[config.mk]
export PLATFORM = sky130hd
export DESIGN_NAME = comp_bin_arb
export DESIGN_NICKNAME = d
export VERILOG_FILES = /design/src/rtl/comp_bin_arb.sv
export SDC_FILE = /design/constraint.sdc
export NUM_CORES = 1
export LEC_CHECK = 0
export BUFFER_PORTS_ARGS = -buffer_cell sky130_fd_sc_hd__buf_2
export CORE_MARGIN = 2
export CORE_UTILIZATION = 47
export DETAILED_ROUTE_END_ITERATION = 8
export GPL_TIMING_DRIVEN = 0
export PLACE_DENSITY = 0.9
export SLEW_MARGIN = 25
export SYNTH_ARGS = -nofsm -noshare
export SYNTH_HDL_FRONTEND = slang
export SYNTH_SLANG_ARGS = --single-unit
[constraint.sdc]
create_clock -name i_Clk -period 2.5 [get_ports i_Clk]
set_clock_uncertainty 0.15 [all_clocks]
set_input_delay 0.5 -clock i_Clk [delete_from_list [all_inputs] [get_ports i_Clk]]
set_output_delay 0.5 -clock i_Clk [all_outputs]
set_load 0.01 [all_outputs]
[src/rtl/comp_bin_arb.sv]
// Round-robin arbiter that lets R requesters share one N-bit magnitude comparator.
// Latency: valid seen in IDLE -> o_Ready next cycle -> response 2 cycles later; 4 cycles per compare.
// Backpressure: response held stable in RESP until i_Resp_Ready; no new grant until it drains.
module comp_bin_arb #(
  parameter int N = 8,
  parameter int R = 4,
  localparam int RW = $clog2(R)
) (
  input  logic            i_Clk,
  input  logic            i_Rst_n,
  input  logic [R-1:0]    i_Valid,
  input  logic [R*N-1:0]  i_A,
  input  logic [R*N-1:0]  i_B,
  input  logic [R-1:0]    i_Ctrl,
  output logic [R-1:0]    o_Ready,
  output logic            o_Resp_Valid,
  input  logic            i_Resp_Ready,
  output logic [RW-1:0]   o_Resp_Id,
  output logic            o_Mayor,
  output logic            o_Igual,
  output logic            o_Menor,
  output logic            o_Busy
);

  typedef enum logic [1:0] {
    S_IDLE  = 2'd0,
    S_GRANT = 2'd1,
    S_EVAL  = 2'd2,
    S_RESP  = 2'd3
  } state_t;

  state_t          state_q, state_d;
  logic [RW-1:0]   ptr_q;
  logic [RW-1:0]   gnt_q;
  logic [N-1:0]    a_q, b_q;
  logic            mode_q;

  logic [RW-1:0]   pick;
  logic            pick_any;
  logic [RW:0]     cand;
  logic [N-1:0]    cmp_a, cmp_b;

  // Round-robin search: walk downward in offset so the lowest offset from ptr wins.
  always_comb begin
    pick     = '0;
    pick_any = 1'b0;
    cand     = '0;
    for (int i = R - 1; i >= 0; i--) begin
      cand = {1'b0, ptr_q} + (RW+1)'(i);
      if (cand >= (RW+1)'(R)) begin
        cand = cand - (RW+1)'(R);
      end
      if (i_Valid[cand[RW-1:0]]) begin
        pick     = cand[RW-1:0];
        pick_any = 1'b1;
      end
    end
  end

  // Signed mode flips the MSB so two's-complement order becomes unsigned order.
  always_comb begin
    cmp_a = a_q;
    cmp_b = b_q;
    if (mode_q) begin
      cmp_a[N-1] = ~a_q[N-1];
      cmp_b[N-1] = ~b_q[N-1];
    end
  end

  // State register.
  always_ff @(posedge i_Clk or negedge i_Rst_n) begin
    if (!i_Rst_n) begin
      state_q <= S_IDLE;
    end else begin
      state_q <= state_d;
    end
  end

  // Next-state logic; a withdrawn request in GRANT drops straight back to IDLE.
  always_comb begin
    state_d = state_q;
    case (state_q)
      S_IDLE:  if (pick_any) state_d = S_GRANT;
      S_GRANT: state_d = i_Valid[gnt_q] ? S_EVAL : S_IDLE;
      S_EVAL:  state_d = S_RESP;
      S_RESP:  if (i_Resp_Ready) state_d = S_IDLE;
      default: state_d = S_IDLE;
    endcase
  end

  // Grant, operand capture, result and pointer registers.
  always_ff @(posedge i_Clk or negedge i_Rst_n) begin
    if (!i_Rst_n) begin
      ptr_q     <= '0;
      gnt_q     <= '0;
      a_q       <= '0;
      b_q       <= '0;
      mode_q    <= 1'b0;
      o_Resp_Id <= '0;
      o_Mayor   <= 1'b0;
      o_Igual   <= 1'b0;
      o_Menor   <= 1'b0;
    end else begin
      case (state_q)
        S_IDLE: begin
          if (pick_any) gnt_q <= pick;
        end
        S_GRANT: begin
          if (i_Valid[gnt_q]) begin
            a_q    <= i_A[int'(gnt_q)*N +: N];
            b_q    <= i_B[int'(gnt_q)*N +: N];
            mode_q <= i_Ctrl[gnt_q];
          end
        end
        S_EVAL: begin
          o_Mayor   <= (cmp_a > cmp_b);
          o_Igual   <= (cmp_a == cmp_b);
          o_Menor   <= (cmp_a < cmp_b);
          o_Resp_Id <= gnt_q;
        end
        S_RESP: begin
          if (i_Resp_Ready) begin
            ptr_q   <= (gnt_q == RW'(R - 1)) ? '0 : gnt_q + RW'(1);
            o_Mayor <= 1'b0;
            o_Igual <= 1'b0;
            o_Menor <= 1'b0;
          end
        end
        default: ;
      endcase
    end
  end

  assign o_Ready      = (state_q == S_GRANT) ? (R'(1) << gnt_q) : '0;
  assign o_Resp_Valid = (state_q == S_RESP);
  assign o_Busy       = (state_q != S_IDLE);

endmodule

==> summary.md <==
| Metric | Value |
|---|---|
| Vias in the first global route | `between 1,500 and 2,000` |
| Die area | `approximately 4600 um^2` |
| DRT Pass-1 Iters | `4` |
| I/O pin cnt | `between 80 and 90` |
| Post-synthesis average cell area | `about 13 um^2` |
| Hold crit path type | `input pin to asynchronous set/reset pin` |
| Syn-to-layout area delta | `28.7%` |
| Pwr/cell area | `about 1100 nW/um^2` |
| Ys Warns | `0` |
| Lkg Pwr | `approximately 0.0012 uW` |
| CTS tree | `done` |
| Power Internal | `about 1700 uW` |
| Gate power share | `59.3%` |
| Number of flops mapped to enable cells by yosys | `0` |
| Crit path required time | `1.85 ns` |
| Initial antenna violation count | `0` |
| Synth Register Bits | `28` |
| Switching share of power | `38.4%` |
| Count of cell types in the netlist | `35` |
| Clock-pin slew on the worst setup and hold paths | `0.10 ns` |
| Via density | `~5.5` |
| Worst-Skew Late Latency | `0.27 ns` |
| Delay-heaviest family, CP | `buffers and inverters` |
| Seq pwr share | `between 30% and 40%` |
| Nets | `about 320` |
| Psw | `~1100 uW` |
| Rel. slew slack | `between 50% and 60%` |
| Fmax | `~0.42 GHz` |
| Slowest CP cell | `dfrtp_1` |
| Placeable core area | `just under 4000 um^2` |
| RSZ-0062 raised after global routing | `no` |
| CTS buffer count | `3` |
| Die Ht | `slightly below 70 um` |
| Worst path cell trace | `clkbuf_4 -> buf_4 -> inv_1 -> ha_1 -> and2_1 -> buf_2` |
| Adder-cell share of the synthesized area | `under 10%` |
| Post-Synth Simple-Gate Area | `8.14%` |
| Routability cong. | `around 0.87` |
| Xor and xnor area share after synthesis | `less than 1%` |
| Post-route DRC | `0` |
| Worst EP arrival | `between 1.5 and 2 ns` |
| Initial drt markers | `84` |
| Post-synthesis sequential area ratio | `a little under two fifths` |
| Crit-path max FO | `10` |
| Clock net sink count | `28` |
| Final Max Tran Viols | `0` |
| Clock power share | `10.2%` |
| Tot GR Track Use | `between 20% and 30%` |
| Final Critical Period | `2.39 ns` |
| Worst setup path startpoint | `gnt_q[1]` |
| Outcome | `finished, final reports clean` |
| Complex-gate fraction of the synthesized area | `between 7 and 8%` |
| # diodes | `0` |
| Share of layout cells above drive strength 1 | `about 56%` |
| Startpoint types | `flop` |
| Setup-failing EPs final | `0` |
| First-pass GRT wire length | `a little under 7000 um` |
| Worst path max stage delay | `about 0.44 ns` |
| Cell Area, Synth | `roughly 1900 um^2` |
| Wire per inst | `15.9 um` |
| Slew of the pin with the lowest slew margin | `0.613 ns` |
| Cell row count | `23` |
| Total grt overflow | `0` |
| I/O Buffers | `85` |
| WP buf/inv | `4` |
| Postcts setup bufs | `0` |
| Biggest area consumer among synthesized cells | `dfrtp_1` |
| Critical path class | `flop to output port` |
| Initial Utilization | `approximately half` |
| Reg2reg path depth | `3` |
| Final period util | `about 96%` |
| DR vias | `about 1,600` |
| Beginning of the worst register-to-register path | `gnt_q[0]` |
| Critical path capture point type | `output port` |
| Root buffer cell | `clkbuf_8` |
| H-tree depth | `1` |
| Multi-input logic area | `1120 um^2` |
| Setup TNS Final | `0 ns` |
| Hpwl dp | `~3700 um` |
| Largest net degree at the start of global routing | `29` |
| Reg-to-reg endpoint | `b_q[5]` |
| Post-synth ARST share | `100%` |
| Wirelength, routed | `between 4000 and 5000 um` |
| Synth top cells by count | `28 x dfrtp_1, 18 x mux4_2, 12 x ha_1` |
| Multiplexer share of the synthesized area | `roughly 34%` |
| Largest family of logic cells by synthesized area | `multiplexers` |
| Area occupied by registers | `between 700 and 800 um^2` |
| Syn Nets | `approximately 230` |
| Max VDD drop | `a little under 0.5 mV` |
| CTS max path bufs | `2` |
| Area contributors post-synth | `dfrtp_1 37%, mux4_2 21%, ha_1 7.9%` |
| # fillers | `310` |
| Final Hold Viols | `0` |
| Yosys top cell area share | `between 30% and 40%` |
| R2R setup slack | `roughly 0.55 ns` |
| Hold buffer count at cts | `0` |
| Die Wd | `about 68 um` |
| Most common cell in the synthesized netlist | `dfrtp_1` |
| Post-Synthesis Cells | `between 100 and 150` |
| Main synth FF type | `dfrtp_1` |
| Antenna Violating Nets Remaining | `0` |
| Max-cap violations | `0` |
| Final Power | `between 2000 and 3000 uW` |
-- flip-flops by register name, indices dropped and copies added, names as in the netlist, named ones only --
name	cells
a_q	8
b_q	8
gnt_q	2
o_Resp_Id	2
ptr_q	2
mode_q	1
o_Igual	1
o_Mayor	1
o_Menor	1
state_q	1
-- cell type report --
class	count	area share (%)
flip-flops and latches	28	28.5
multi-input cells	103	45.8
repair buffers	85	17.3
plain buffers	5	1.83
inverters	11	1.68
clock buffers	4	2.24
well taps	50	2.55
-- stage by stage --
step / instances / hold WS [ns] / setup slack (ns) / utilization (%) / instance area, um^2
after floorplan: 147 / 0.0544 / 0.625 / - / 1910
after global placement: 282 / 0.311 / 0.294 / 60.7 / 2390
after detailed placement: 282 / 0.334 / 0.222 / 60.7 / 2390
after CTS: 286 / 0.0939 / 0.0178 / 62.2 / 2450
after global routing: 286 / 0.115 / 0.00608 / 62.3 / 2450
final: 286 / 0.0700 / 0.107 / 62.3 / 2450
-- kinds of logic (layout without fill, tap and decap cells) --
logic type	Yosys count	after routing
mux	37	37
simple gates	30	30
flops	28	28
compound gates	22	22
buf+inv	16	105
fa+ha+maj	12	12
xor+xnor	2	2
-- cells in the final DEF, fill, tap and decap left out, drive strengths merged, types with 2 or more instances in the layout --
master	count
dfrtp	28
mux4	18
o21ai	6
inv	11
nor2	5
mux2	18
a21oi	5
or2	2
nand4	2
buf	89
ha	12
nand2	11
and2	5
a211oi	2
clkbuf	5
-- per-layer routing --
metal / vias up / GRT usage (%) / part of all wire [%]
li1: 734 / - / -
met1: 754 / 25.3 / 38
met2: 73 / 36.9 / 54
met3: 9 / 2.17 / 5.5
met4: 0 / 7.14 / 2.2
met5: - / 0 / 0
-- how the worst max path moves through the flow --
stage                  to  slack [ns]  depth (start not counted)
2_1_floorplan  o_Ready[1]        0.63                          5
3_3_place_gp   o_Ready[1]        0.29                          6
3_5_place_dp   o_Ready[1]        0.22                          6
4_1_cts        o_Ready[1]        0.02                          6
5_1_grt        o_Ready[0]       0.006                          6
6_report       o_Ready[1]        0.11                          6
-- power groups by stage --
stage	registers, uW	clock network, uW	logic [uW]
final	848	283	1650
after global routing	878	303	1820
after CTS	844	284	1660
after detailed placement	853	0	1640
after global placement	838	0	1540
after floorplan	814	0	1240
-- worst reg2reg max path: stages, from the launching register on --
cell,delay (ns)
dfrtp_1,0.45
buf_2,0.40
mux4_2,0.56
mux2_4,0.28
-- repair_timing --
| item | CTS | global route |
|---|---|---|
| pin swaps | 0 | 0 |
| endpoints found under the setup margin | 2 | 2 |
| hold endpoints to repair | 0 | 0 |
| resized for setup | 1 | 1 |
Power figures use the tool's default switching activity.
